$ cat config.mk
export PLATFORM = sky130hd
export DESIGN_NAME = uart_echo_fifo
export DESIGN_NICKNAME = d
export VERILOG_FILES = /design/src/rtl/uart_echo_fifo.sv
export SDC_FILE = /design/constraint.sdc
export NUM_CORES = 1
export LEC_CHECK = 0
export BUFFER_PORTS_ARGS = -buffer_cell sky130_fd_sc_hd__buf_2
export CAP_MARGIN = 0
export CORE_ASPECT_RATIO = 1.75
export CORE_MARGIN = 10
export CORE_UTILIZATION = 40
export DETAILED_ROUTE_END_ITERATION = 8
export MAX_ROUTING_LAYER = met4
export SLEW_MARGIN = 15
export SYNTH_ARGS = -nofsm -noshare
export SYNTH_HDL_FRONTEND = slang
export SYNTH_SLANG_ARGS = --single-unit
$ cat constraint.sdc
create_clock -name clk -period 8.75 [get_ports clk]
set_input_delay 1.3125 -clock clk [delete_from_list [all_inputs] [get_ports clk]]
set_output_delay 1.3125 -clock clk [all_outputs]
set_load 0.01 [all_outputs]
$ cat src/rtl/uart_echo_fifo.sv
// uart_echo_fifo: first-word-fall-through byte FIFO between UART RX and TX
// with TX gating, flush, overflow accounting and saturating statistics.
module uart_echo_fifo #(
  parameter  int DATA_W = 8,
  parameter  int DEPTH  = 16,
  parameter  int CNT_W  = 16,
  localparam int LVL_W  = $clog2(DEPTH + 1),
  localparam int PTR_W  = $clog2(DEPTH)
) (
  input  logic              clk,
  input  logic              rst,
  input  logic [DATA_W-1:0] in_data,
  input  logic              in_valid,
  output logic [DATA_W-1:0] out_data,
  output logic              out_valid,
  input  logic              out_ready,
  input  logic              tx_en,
  input  logic              flush,
  input  logic              clear_stats,
  output logic [LVL_W-1:0]  level,
  output logic              full,
  output logic              empty,
  output logic [CNT_W-1:0]  rx_count,
  output logic [CNT_W-1:0]  tx_count,
  output logic [CNT_W-1:0]  drop_count,
  output logic [LVL_W-1:0]  high_water
);

  // Increment that sticks at all-ones instead of wrapping.
  function automatic logic [CNT_W-1:0] sat_inc(input logic [CNT_W-1:0] v, input logic inc);
    return (inc && (v != {CNT_W{1'b1}})) ? v + CNT_W'(1) : v;
  endfunction

  logic [DATA_W-1:0] mem_r [DEPTH];
  logic [PTR_W-1:0]  rd_ptr_r, wr_ptr_r, rd_ptr_nxt_s, wr_ptr_nxt_s, rd_plus1_s;
  logic [LVL_W-1:0]  level_r, level_nxt_s, high_water_r;
  logic [DATA_W-1:0] out_data_r, head_nxt_s;
  logic              full_r, empty_r;
  logic [CNT_W-1:0]  rx_count_r, tx_count_r, drop_count_r;
  logic              pop_s, push_s, drop_s;

  assign out_valid  = tx_en & ~empty_r;
  assign out_data   = out_data_r;
  assign level      = level_r;
  assign full       = full_r;
  assign empty      = empty_r;
  assign rx_count   = rx_count_r;
  assign tx_count   = tx_count_r;
  assign drop_count = drop_count_r;
  assign high_water = high_water_r;

  // Handshake decode, next pointers/level, and the next head byte.
  always_comb begin
    pop_s        = out_valid & out_ready & ~flush;
    push_s       = in_valid & (~full_r | pop_s) & ~flush;
    drop_s       = in_valid & ~push_s;
    rd_plus1_s   = rd_ptr_r + PTR_W'(1);
    level_nxt_s  = level_r;
    rd_ptr_nxt_s = rd_ptr_r;
    wr_ptr_nxt_s = wr_ptr_r;
    head_nxt_s   = out_data_r;
    if (flush) begin
      level_nxt_s  = {LVL_W{1'b0}};
      rd_ptr_nxt_s = {PTR_W{1'b0}};
      wr_ptr_nxt_s = {PTR_W{1'b0}};
    end else begin
      level_nxt_s  = level_r + LVL_W'(push_s) - LVL_W'(pop_s);
      rd_ptr_nxt_s = rd_ptr_r + PTR_W'(pop_s);
      wr_ptr_nxt_s = wr_ptr_r + PTR_W'(push_s);
    end
    // The head register must already hold the next front byte, so it is
    // loaded from the incoming byte when the FIFO is (or becomes) otherwise empty.
    if (flush) begin
      head_nxt_s = out_data_r;
    end else if (pop_s) begin
      if (level_r == LVL_W'(1)) begin
        head_nxt_s = push_s ? in_data : out_data_r;
      end else begin
        head_nxt_s = mem_r[rd_plus1_s];
      end
    end else if (push_s && empty_r) begin
      head_nxt_s = in_data;
    end else begin
      head_nxt_s = out_data_r;
    end
  end

  // Storage array; contents need no reset because the head register masks stale slots.
  always_ff @(posedge clk) begin
    if (!rst && push_s) begin
      mem_r[wr_ptr_r] <= in_data;
    end
  end

  // FIFO control state, head register and statistics.
  always_ff @(posedge clk) begin
    if (rst) begin
      rd_ptr_r     <= {PTR_W{1'b0}};
      wr_ptr_r     <= {PTR_W{1'b0}};
      level_r      <= {LVL_W{1'b0}};
      full_r       <= 1'b0;
      empty_r      <= 1'b1;
      out_data_r   <= {DATA_W{1'b0}};
      rx_count_r   <= {CNT_W{1'b0}};
      tx_count_r   <= {CNT_W{1'b0}};
      drop_count_r <= {CNT_W{1'b0}};
      high_water_r <= {LVL_W{1'b0}};
    end else begin
      rd_ptr_r   <= rd_ptr_nxt_s;
      wr_ptr_r   <= wr_ptr_nxt_s;
      level_r    <= level_nxt_s;
      full_r     <= (level_nxt_s == LVL_W'(DEPTH));
      empty_r    <= (level_nxt_s == {LVL_W{1'b0}});
      out_data_r <= head_nxt_s;
      if (clear_stats) begin
        rx_count_r   <= {CNT_W{1'b0}};
        tx_count_r   <= {CNT_W{1'b0}};
        drop_count_r <= {CNT_W{1'b0}};
        high_water_r <= level_nxt_s;
      end else begin
        rx_count_r   <= sat_inc(rx_count_r, in_valid);
        tx_count_r   <= sat_inc(tx_count_r, pop_s);
        drop_count_r <= sat_inc(drop_count_r, drop_s);
        if (level_nxt_s > high_water_r) begin
          high_water_r <= level_nxt_s;
        end else begin
          high_water_r <= high_water_r;
        end
      end
    end
  end

endmodule

* Word-level counts from Yosys, hierarchy flattened
Memories as Yosys holds them, arrays and structs flattened.
Cells that the tools add are included.
** Word-level totals
- Output and inout port bits :: 69
- Flip-flop bits (word level) :: 76
- Input bits :: 15
- Logic and storage cells :: 58
- Memories kept :: 1
- RAM bits :: 128
** Cells by class
- Equality and inequality tests :: 6
- Magnitude comparators :: 1
- Bitwise gates (word level) :: 11
- Reduce and logical (&&, ||, !) cells :: 12
- Multiplexer cells :: 9
- Add/subtract/negate cells :: 8
** Memories
- mem_r :: depth 16, bits a word 8, rd ports 1, clocked after Yosys merged registers in 0, write ports 1, line 34 : logic [DATA_W-1:0] mem_r [DEPTH];
** Operators by type and width (number)
- adder 16 x 1 -> 16 bit, second input constant :: 3
- != test 16 bit, second input constant :: 3
- two-way mux 8 bit :: 4
- two-way mux 5 bit :: 3
- adder 4 x 1 -> 4 bit :: 2
- bitwise AND 1 bit :: 6
- adder 5 x 1 -> 5 bit :: 1
- equality test 5 x 1 -> 1 bit, second input constant :: 1
- equality test 5 bit, second input constant :: 1
- > comparator 5 bit :: 1
- logical AND 1 bit :: 5
- zero test 5 bit :: 1
- subtractor 5 x 1 -> 5 bit :: 1
- adder 4 x 1 -> 4 bit, second input constant :: 1
- NOT 1 bit :: 4
- nonzero test 2 bit :: 2
- OR reduction 2 bit :: 2
- != test 3 bit, second input constant :: 1
- AND reduction 3 bit :: 1
- two-way mux 1 bit :: 2
- zero test 1 bit :: 1
- OR 1 bit :: 1

* Longest topological paths before layout
- Word-level depth :: 13
- Gate-level depth with buffers :: 17
- Depth with buffers taken out :: 17

* Worst setup path before layout
No wires, ideal clock.
- Path type :: input to register
- From :: input out_ready
- To :: register high_water_r[3] (netlist: high_water[3])
- Required time :: 8.629 ns
- Buffers on the path :: 0
- Cell stages on the path :: 17
- Library setup time :: 0.121 ns
- Arrival time :: 4.597 ns
- Setup slack :: 4.032 ns
- Cells stage by stage :: and3b_1 > o211ai_1 > ha_1 > inv_1 > ha_1 > inv_1 > fa_1 > nand2b_1 > a21oi_1 > nor3_1 > nor2_1 > nor2_1 > ha_1 > or2_2 > o221a_2 > nor2_1 > mux2_2
** On the way
- Word-level cells in the longest chain between the ends :: 10
- Elaborated cells between the ends (all ways) :: 12
- Classes of those cells :: 2 x add/sub; 1 x order compare; 3 x mux; 5 x bitwise; 1 x reduce/logical
** RTL lines
- start, declared :: line 16 : input logic out_ready,
- bitwise AND 1 bit (*) (2 in series) :: line 54 : pop_s = out_valid & out_ready & ~flush;
- OR 1 bit :: line 55 : push_s = in_valid & (~full_r | pop_s) & ~flush;
- bitwise AND 1 bit (2 in series) :: line 55
- adder 5 x 1 -> 5 bit :: line 67 : level_nxt_s = level_r + LVL_W'(push_s) - LVL_W'(pop_s);
- subtractor 5 x 1 -> 5 bit (*) :: line 67
- two-way mux 5 bit (*) :: line 62 : if (flush) begin
- net level_nxt_s[4] :: line 36 : logic [LVL_W-1:0] level_r, level_nxt_s, high_water_r;
- > comparator 5 bit (*) :: line 124 : if (level_nxt_s > high_water_r) begin
- nonzero test 2 bit (no source line) (*)
- end signal, assigned :: line 119 : high_water_r <= level_nxt_s;
- end signal, assigned :: line 125 : high_water_r <= level_nxt_s;
- end signal, assigned :: line 127 : high_water_r <= high_water_r;
- end, declared :: line 36
Mark *: on every way through the listed nets, which the timed path passes. The rest lies on a longest branch. The select of a mux whose other input is x is not followed.
A chain may end at the register's enable or synchronous reset.

* Final worst setup path
Ends and elaborated chain as after synthesis.

==> flow_metrics.tcl <==
set metrics [dict create \
    initialDrtViolationCount 288 \
    cts_buffers 20 \
    fin_skew_ns 0.009014 \
    synth.top_cells.by_area "edfxtp_1 43%, dfxtp_1 17%, mux4_1 7.4%" \
    synth.net_count 668 \
    postSynth.asyncResetShare 0 \
    final.setup.tns_ns 0 \
    rsz0062_at_grt "false" \
    io_buffers 83 \
    crit_path_start_kind "primary input" \
    drc_errors 0 \
    worst_slew_pin_slew_ns 1.012 \
    hold_buffers 0 \
    switching_share 0.2085 \
    max_stage_delay_ns 0.52 \
    core_sq_mm 0.02168 \
    final_cell_mix "128 x edfxtp_1, 83 x buf_2, 78 x nor2_1" \
    post-route-util 0.4696 \
    wl_per_cell_um 20.15 \
    path_class "in2reg" \
    ys_ff_latch 204 \
    num_antenna_cells 0 \
    gp_congestion 0.8505 \
    insertion_delay_ns 0.49 \
    p_per_area_mw_per_mm2 192.4 \
    crit_slowest_cell "o211ai_1" \
    synth_area_per_cell_sq_um 13.95 \
    yosysTopAreaCellShare 0.4347 \
    yosys_warnings 0 \
    cts.sinks 204 \
    ioPinCount 84 \
    dieArea_sq_mm 0.02869 \
    power.share.clock 0.434 \
    path_cells "buf_2, and3b_1, o211ai_1, ha_1, inv_1, ha_1, inv_1, fa_1, nand2b_1, a21oi_1, nor3_1, nor2_1, nor2_1, ha_1, or2_2, o221a_2, nor2_1, mux2_2" \
    avgViaCountPerCell 5.440 \
    synth_edf_count 128 \
    switching_power_uw 408.4 \
    critPathRequiredTime_ns 9.13 \
    wirelength_mm 20.61 \
    grt_pass1_wl_mm 32.95 \
    fin_crit_sh 0.5543 \
    fillers 1959 \
    die_w_um 132.4 \
    power.leakage_uw 0.003582 \
    ys_seq_area_frac 0.6068 \
    root_buffer "clkbuf_16" \
    vdd_drop_max_v 0.0001094 \
    finalNetCount 751 \
    finalHoldViolCount 0 \
    slew_viol_final 0 \
    final_common_cell "edfxtp_1" \
    post-cts-setup-buffers 0 \
    cts_tree "built" \
    crit_path_end_kind "flop" \
    seqPwrFrac 0.527 \
    crit_arrival_ns 5.23 \
    drive_gt1_frac 0.2011 \
    status "finished clean" \
    grt_max_degree 50 \
    slew_headroom 0.3229 \
    min_period_ns 4.850 \
    pwr-share-comb 0.039 \
    crit_fanout 8 \
    dp_hpwl_mm 14.63 \
    grt.total_usage 0.1456 \
    antenna_found_initial 0 \
    area_growth_pct 15.13 \
    synth_cells 634 \
    routed-via-count 5565 \
    hp-class "reg2reg" \
    synth.cell_area_sq_mm 0.008842 \
    cap_violations 0 \
    ant_nets 0 \
    setup_viol_count_final 0 \
    max_freq_ghz 0.2062 \
    grt_overflow 0 \
    ctsHtreeMaxLevel 1 \
    start_util 0.4079 \
    cts_buffer_depth 3 \
    die_h_um 216.7 \
    fp-row-count 71 \
    grt_pass1_vias 5929 \
    ys.flop_type "edfxtp_1" \
    cts_resized 0 \
    intPower_uw 1550 \
    yosys.area.top_type "edfxtp_1" \
    drtPass1Iterations 5 \
    cp_top_family "simple AND/OR/NAND/NOR gates" \
    path_buf_inv 3 \
    yosys.cell_types.count 64 \
    clkTransAtPathRegs_ns 0.06 \
]
## area by class of cell
| cell class | instances | area, sq um | share of cell area |
|---|---|---|---|
| Clock buffer | 29 | 626.9 | 0.06158 |
| Clock inverter | 7 | 32.53 | 0.003196 |
| Inverter | 21 | 78.83 | 0.007743 |
| Multi-Input combinational cell | 385 | 3279 | 0.3221 |
| Sequential cell | 204 | 5366 | 0.5272 |
| Tap cell | 292 | 365.4 | 0.03589 |
| Timing Repair Buffer | 85 | 430.4 | 0.04228 |
## final timing paths
| check | cells after the start | end | slack [ns] | startpoint |
|---|---|---|---|---|
| worst max register to register | 17 | high_water[3] | 4.40 | empty |
| worst min-delay path | 1 | out_data[1] | 0.48 | out_data[1] |
| worst min register to register | 1 | out_data[1] | 0.48 | out_data[1] |
| worst max-delay path | 18 | high_water[3] | 3.90 | out_ready |
## metal layers
metal,part of all wire,up-vias,track usage
met1,0.38,2761,0.1568
met3,0.049,33,0.02270
met4,0.026,0,0.04602
met2,0.54,163,0.2669
met5,0,-,-
li1,-,2608,-
## sequential cells by signal, summed over array words and instances, names as in the netlist
name and cells:
high_water 5, out_data 8, drop_count 16, rx_count 16, empty 1, wr_ptr_r 4
tx_count 16, mem_r 128, full 1, level 5, rd_ptr_r 4
## cell families (layout without fill, tap and decap cells)
| logic type | Yosys count | count (layout) | synth area share |
|---|---|---|---|
| mux | 53 | 53 | 0.1160 |
| simple gates | 191 | 191 | 0.1119 |
| xor+xnor | 48 | 48 | 0.04967 |
| fa+ha+maj | 19 | 19 | 0.02774 |
| buf+inv | 45 | 142 | 0.02632 |
| compound gates | 74 | 74 | 0.06155 |
| flops | 204 | 204 | 0.6068 |
## power groups by stage
stage / Sequential [uW] / Combinational, uW / Clock (uW)
floorplan: 1060 / 41.8 / 0
global placement: 1050 / 71.7 / 0
CTS: 1030 / 76.4 / 873
global route: 1030 / 84.1 / 910
finish: 1030 / 76.1 / 850
detailed placement: 1050 / 76.1 / 0
## synth_stat cells (4+ instances only)
cell type and number:
nor4_1 9, a211oi_1 4, nor3_1 9, inv_1 21
xnor2_1 22, mux2i_1 20, nand3_1 20, o22ai_1 8
and3_1 8, or2_2 4, nand2_1 17, edfxtp_1 128
nand2b_1 4, o2111ai_1 6, buf_6 6, buf_2 4
and2_1 5, a21oi_1 11, nor2_1 78, xor2_1 25
or3_1 5, and4_1 4, mux4_2 7, nand4_1 7
dfxtp_1 76, o211ai_1 6, clkbuf_1 10, o21ai_0 9
ha_1 18, a221o_1 8, mux4_1 25
## stage by stage
stage                     hold WS, ns  cells  instance area (sq um)  power [uW]  worst slack (ns)
after floorplan                0.4952    634                   8842        1097             4.032
after CTS                      0.4828   1023                  10160        1982             3.969
after detailed placement       0.4688    987                   9505        1130             3.465
after global placement         0.4633    987                   9505        1125             3.680
final                          0.4819   1023                  10180        1958             3.900
after global routing           0.5064   1023                  10180        2027             3.596
Note: power is estimated with default switching activity, not from simulation.
